## config.mk

```make
export PLATFORM = sky130hd
export DESIGN_NAME = serial_subtractor
export DESIGN_NICKNAME = d
export VERILOG_FILES = /design/src/rtl/serial_subtractor.sv
export SDC_FILE = /design/constraint.sdc
export NUM_CORES = 1
export LEC_CHECK = 0
export ABC_AREA = 0
export CAP_MARGIN = 20
export CORE_MARGIN = 3
export CORE_UTILIZATION = 40
export CTS_BUF_LIST = sky130_fd_sc_hd__clkbuf_8 sky130_fd_sc_hd__clkbuf_16
export DETAILED_ROUTE_END_ITERATION = 8
export PLACE_DENSITY = 0.66
export SYNTH_ARGS = -nofsm -noshare
export SYNTH_HDL_FRONTEND = slang
export SYNTH_SLANG_ARGS = --single-unit
export TNS_END_PERCENT = 5
```

## constraint.sdc

```tcl
create_clock -name clk -period 1.2 [get_ports clk]
set_input_delay 0.12 -clock clk [delete_from_list [all_inputs] [get_ports clk]]
set_output_delay 0.12 -clock clk [all_outputs]
set_load 0.02 [all_outputs]
```

## src/rtl/serial_subtractor.sv

```systemverilog
// Bit-serial subtractor: diff = a - b - bin, one bit per clock, LSB first.
// Optional signed-overflow output ovf enabled by `define SERIAL_SUB_SIGNED_OVF_EN.
module serial_subtractor #(
  parameter int WIDTH = 8
) (
  input  logic             clk,
  input  logic             rst,
  input  logic             start,
  input  logic [WIDTH-1:0] a,
  input  logic [WIDTH-1:0] b,
  input  logic             bin,
  output logic             busy,
  output logic             done,
  output logic [WIDTH-1:0] diff,
  output logic             bout,
`ifdef SERIAL_SUB_SIGNED_OVF_EN
  output logic             ovf,
`endif
  output logic             zero
);

  localparam int CW = (WIDTH > 1) ? $clog2(WIDTH) : 1;
  localparam logic [CW-1:0] LAST = CW'(WIDTH - 1);

  typedef enum logic [1:0] {
    S_IDLE,
    S_SHIFT,
    S_DONE
  } state_t;

  state_t           state_q;
  logic [WIDTH-1:0] a_q;
  logic [WIDTH-1:0] b_q;
  logic [WIDTH-1:0] diff_q;
  logic [CW-1:0]    cnt_q;
  logic             bw_q;
  logic             busy_q;
  logic             done_q;
  logic             bout_q;
  logic             zero_q;

  logic             bit_d;
  logic             bw_d;
  logic [WIDTH-1:0] diff_d;

  // Full-subtractor cell on the current LSBs of the operand shifters.
  assign bit_d  = a_q[0] ^ b_q[0] ^ bw_q;
  assign bw_d   = (~a_q[0] & b_q[0]) | (~(a_q[0] ^ b_q[0]) & bw_q);
  assign diff_d = {bit_d, diff_q[WIDTH-1:1]};

`ifdef SERIAL_SUB_SIGNED_OVF_EN
  logic a_msb_q;
  logic b_msb_q;
  logic ovf_q;

  // Operand sign bits are kept aside because the shifters lose them.
  always_ff @(posedge clk) begin
    if (rst) begin
      a_msb_q <= 1'b0;
      b_msb_q <= 1'b0;
      ovf_q   <= 1'b0;
    end else if (state_q != S_SHIFT && start) begin
      a_msb_q <= a[WIDTH-1];
      b_msb_q <= b[WIDTH-1];
    end else if (state_q == S_SHIFT && cnt_q == LAST) begin
      ovf_q <= (a_msb_q != b_msb_q) && (bit_d != a_msb_q);
    end
  end

  assign ovf = ovf_q;
`endif

  // Control FSM and datapath: accept, shift WIDTH bits, then pulse done.
  always_ff @(posedge clk) begin
    if (rst) begin
      state_q <= S_IDLE;
      a_q     <= '0;
      b_q     <= '0;
      diff_q  <= '0;
      cnt_q   <= '0;
      bw_q    <= 1'b0;
      busy_q  <= 1'b0;
      done_q  <= 1'b0;
      bout_q  <= 1'b0;
      zero_q  <= 1'b0;
    end else begin
      unique case (state_q)
        S_IDLE, S_DONE: begin
          done_q <= 1'b0;
          if (start) begin
            state_q <= S_SHIFT;
            a_q     <= a;
            b_q     <= b;
            bw_q    <= bin;
            cnt_q   <= '0;
            busy_q  <= 1'b1;
          end else begin
            state_q <= S_IDLE;
          end
        end
        S_SHIFT: begin
          diff_q <= diff_d;
          bw_q   <= bw_d;
          a_q    <= a_q >> 1;
          b_q    <= b_q >> 1;
          cnt_q  <= cnt_q + CW'(1);
          if (cnt_q == LAST) begin
            state_q <= S_DONE;
            busy_q  <= 1'b0;
            done_q  <= 1'b1;
            bout_q  <= bw_d;
            zero_q  <= (diff_d == '0);
          end
        end
        default: begin
          state_q <= S_IDLE;
          busy_q  <= 1'b0;
          done_q  <= 1'b0;
        end
      endcase
    end
  end

  assign busy = busy_q;
  assign done = done_q;
  assign diff = diff_q;
  assign bout = bout_q;
  assign zero = zero_q;

endmodule
```

# Word-level counts from Yosys, hierarchy flattened
# Cells that the tools add are included.
totals:
  in_bits: 20
  ff_bits: 34
  out_inout_bits: 12
op_classes:
  muxes: 14
  n_bitwise: 8
  addsub: 1
  n_reduce_logical: 8
  n_eq_ne: 5
ops:
  columns: ["cell", "n"]
  rows:
  - ["case mux 8 bit (2 select lines)", 2]
  - ["two-way mux 8 bit", 2]
  - ["logical NOT 8 bit", 1]
  - ["case mux 3 bit (2 select lines)", 1]
  - ["AND reduction 2 bit", 3]
  - ["two-way mux 1 bit", 4]
  - ["!= test 2 bit, second input constant", 2]
  - ["case mux 1 bit (2 select lines)", 2]
  - ["case mux 2 bit (2 select lines)", 1]
  - ["OR reduction 2 bit", 2]
  - ["adder 3 x 1 -> 3 bit, second input constant", 1]
  - ["equality test 3 bit, second input constant", 1]
  - ["two-way mux 3 bit", 1]
  - ["inverter 1 bit", 3]
  - ["bitwise AND 1 bit", 2]
  - ["equality test 2 x 1 -> 1 bit, second input constant", 1]
  - ["equality test 2 bit, second input constant", 1]
  - ["logical NOT 2 bit", 1]
  - ["two-way mux 2 bit", 1]
  - ["nonzero test 2 bit", 1]
  - ["bitwise XOR 1 bit", 2]
  - ["bitwise OR 1 bit", 1]

# Longest topological paths before layout
# Gate-level depths: netlist of the first run.
logic_depth:
  word_depth: 5
  ltp_mapped: 5
  mapped_depth_nobuf: 5

# Worst setup path after synthesis of the first run
# OpenSTA, ideal clock, no wires.
synth_timing:
  path_type: "register -> register"
  start: "register b_q[0]"
  end: "register zero_q, in the netlist zero"
  n_path_buf: 0
  arrival_ns: 1.088
  required_ns: 1.126
  stages_incl_launch_ff: 6
  path_slack_ns: 0.037
  path_cell_list: "dfxtp_1 -> inv_1 -> fa_1 -> nor2_1 -> nand3_1 -> o21ai_0"
synth_via:
  elab_chain_len: 3
synth_lines:
  columns: ["item", "line_no", "source"]
  rows:
  - ["start: declaration", "33", "logic [WIDTH-1:0] b_q;"]
  - ["start signal: assignment", "105", "b_q <= b_q >> 1;"]
  - ["bitwise XOR 1 bit (2 in a row)", "47", "assign bit_d = a_q[0] ^ b_q[0] ^ bw_q;"]
  - ["named net bit_d", "42", "logic bit_d;"]
  - ["logical NOT 8 bit", "112", "zero_q <= (diff_d == '0);"]
  - ["end signal: assignment", "112", null]
  - ["end: declaration", "40", "logic zero_q;"]
# The timed path passes the listed nets, and every way through them passes these cells.
# A chain may end at the register's enable or synchronous reset.

# Worst setup path in the final report of the first run
layout_timing:
  start: "register bw_q"
  end: "register zero_q, in the netlist zero"
layout_via:
  elab_chain_len: 2
layout_lines:
  columns: ["item", "line_no", "source"]
  rows:
  - ["start: declaration", "36", "logic bw_q;"]
  - ["start signal: assignment", "94", "bw_q <= bin;"]
  - ["start signal: assignment", "103", "bw_q <= bw_d;"]
  - ["bitwise XOR 1 bit", "47", null]
  - ["named net bit_d", "42", null]
  - ["logical NOT 8 bit", "112", null]
# The timed path passes the listed nets, and every way through them passes these cells.

==> results.ini, run 1 <==
[status]
status=complete, but fails checks
failed_checks=negative setup slack

[clocking]
cts_made_buffers=5
cts_tree=done
cts_buffer_depth=2
root_buffer=clkbuf_8
ctsHoldBuffers=0
htree_levels=2
clk_pin_slew_worst_paths_ns=0.06
insertion_delay_ns=0.28
clkSinkCount=34

[yosys]
synth_area_sq_um=1450
syn_nets=196
yosysUniqueCellTypes=25
ys.warnings.count=0
synth_edf_count=0
yosysMostFrequentCell=nand2_1
netlist.area_leader.share_pct=47.1
yosys-top-cells-area=dfxtp_1 47%, nand2_1 13%, a311oi_1 8.5%, a21oi_1 5.5%, nor2_1 4.9%
synth.avg_cell_area_sq_um=8.36
ys.flop_type=dfxtp_1
ys_seq_elements=34
synth_area_leader_cell=dfxtp_1
ys_seq_area_share_pct=47.1
ys_top_cells_by_count=49 x nand2_1, 34 x dfxtp_1, 19 x nor2_1
synthCells=173
async_flop_share_pct=0

[detailed_routing]
wl_per_cell_um=13.1
drtIter0Drc=72
drc=0
vias=1304
via_per_inst=5.20
wl_mm=3.28
dr.pass1.iters=4
ant_nets=0

[sta]
period_minus_slack_ns=1.23
rsz0062_at_grt=yes
holdWs_ns=0.402
finalMaxSlewViolations=0
fin_crit_sh_pct=103
relSlewSlack_pct=82.9
worst_slack_ns=-0.0344
setup_viol=1
hold_violations=0
max_freq_mhz=810
skew_ns=0.00231
worst_pin_slew_ns=0.255

[die]
fp.dieW_um=66.1
dieHeight_um=66.1
die_area_sq_um=4370
rows=21
ioPinCount=32
core_area_sq_um=3420
start_util_pct=42.3

[setup_path]
cp.required_ns=1.41
cp-end-kind=flip-flop
cp_max_fo=2
critPathKind=reg -> reg
cp.arrival_ns=1.45
worstSetupStartpointType=flip-flop

[power]
leakage_nw=0.761
ir_drop_mv=0.851
p_per_area_nw_per_um2=1250

[job]
drv_cap=0

[place]
pre_cts_slack_ns=-0.277
io_buffers=31
globalplace.congestion=0.769
dp_hpwl_mm=2.30

[cells_and_area]
layout-drive-gt1-share_pct=11.2
fill_cells=320
syn_to_final_growth_pct=31.7
nets=228
diodes=0

[global_route]
antenna_found_initial=0
grt_max_degree=27
grt_pass1_wl_mm=5.30
grt_pass1_vias=1241
grt_use_total_pct=15.5
grt_overflow=0

[hold_path]
hold_path_class=in -> reg

per-stage QoR:
| stage | area (sq um) | util, % | setup TNS [ns] | cells | power [mW] |
|---|---|---|---|---|---|
| after floorplan | 1450 | - | 0 | 173 | 1.51 |
| final | 1910 | 55.8 | -0.0344 | 251 | 2.38 |
| after global placement | 1810 | 53.0 | -4.11 | 243 | 1.63 |
| after CTS | 1880 | 54.9 | -0.120 | 250 | 2.40 |
| after detailed placement | 1810 | 53.0 | -4.74 | 243 | 1.65 |
| after global routing | 1910 | 55.8 | -0.116 | 251 | 2.51 |
repair_timing:
action / in CTS / in global routing
hold endpoints to repair: 0 / 0
gates resized for setup: 15 / 7
setup endpoints to repair: 28 / 9
pin swaps: 0 / 3
buffers inserted: 0 / 1
cloned: 0 / 0
flip-flops by register name, indices dropped and copies added (netlist names):
| register | cells |
|---|---|
| done | 1 |
| state_q | 2 |
| bw_q | 1 |
| cnt_q | 3 |
| busy | 1 |
| b_q | 8 |
| zero | 1 |
| a_q | 8 |
| diff | 8 |
| bout | 1 |
metal layers:
metal	track usage [%]	share of wire [%]
met1	18.3	45
met2	26.0	48
met3	5.27	5.6
met4	5.33	1.1
met5	0	0
path summary, 6_finish.rpt:
path / from / end / slack [ns] / cells after the start
max: bw_q / zero / -0.03 / 5
min: b[7] / b_q[7] / 0.40 / 3
max reg2reg: bw_q / zero / -0.03 / 5
min reg2reg: diff[0] / diff[0] / 0.46 / 2
power breakdown:
group	internal [mW]	switching (mW)	leakage (nW)	total, mW
logic	0.196	0.195	0.435	0.392
registers	1.20	0.0438	0.279	1.24
clock network	0.382	0.368	0.0466	0.750
layout make-up:
cell class	count	area, sq um	share of cell area (%)
inverters	2	7.51	0.394
flip-flops and latches	34	684	35.9
clock inverters	2	7.51	0.394
well taps	46	57.6	3.02
repair buffers	39	405	21.3
multi-input cells	123	674	35.4
clock buffers	5	68.8	3.61
cell usage in the layout, fill, tap and decap left out, types with 2 or more instances in the layout:
cell type,n
dfxtp_2,3
dfxtp_1,31
nor2_1,19
inv_1,3
nand3b_1,2
clkbuf_8,5
a311oi_2,2
clkdlybuf4s50_1,19
buf_4,4
buf_12,4
nor3_1,2
dlygate4sd2_1,12
a311oi_1,13
nand3_1,7
nand2_1,49
a21oi_1,16
critical path, stage by stage (launching register included):
cell and delay (ns):
dfxtp_2 0.33, inv_2 0.04, fa_1 0.49, nor2_1 0.10, nand3_1 0.08, o21ai_1 0.13
cells by family after synthesis:
logic type | share of synthesized area, %
AO/OA/AOI/OAI | 17.0
adder cells (fa/ha/maj) | 3.11
buffers and inverters | 7.96
flip-flops | 47.1
AND/OR/NAND/NOR | 24.8
Power figures use the tool's default switching activity.
==> run 2: changes to the inputs <==
Settings changed: CAP_MARGIN 20 to default.
==> results of run 2 <==
The final DEF is identical to that of run 1; final timing and power are the same.
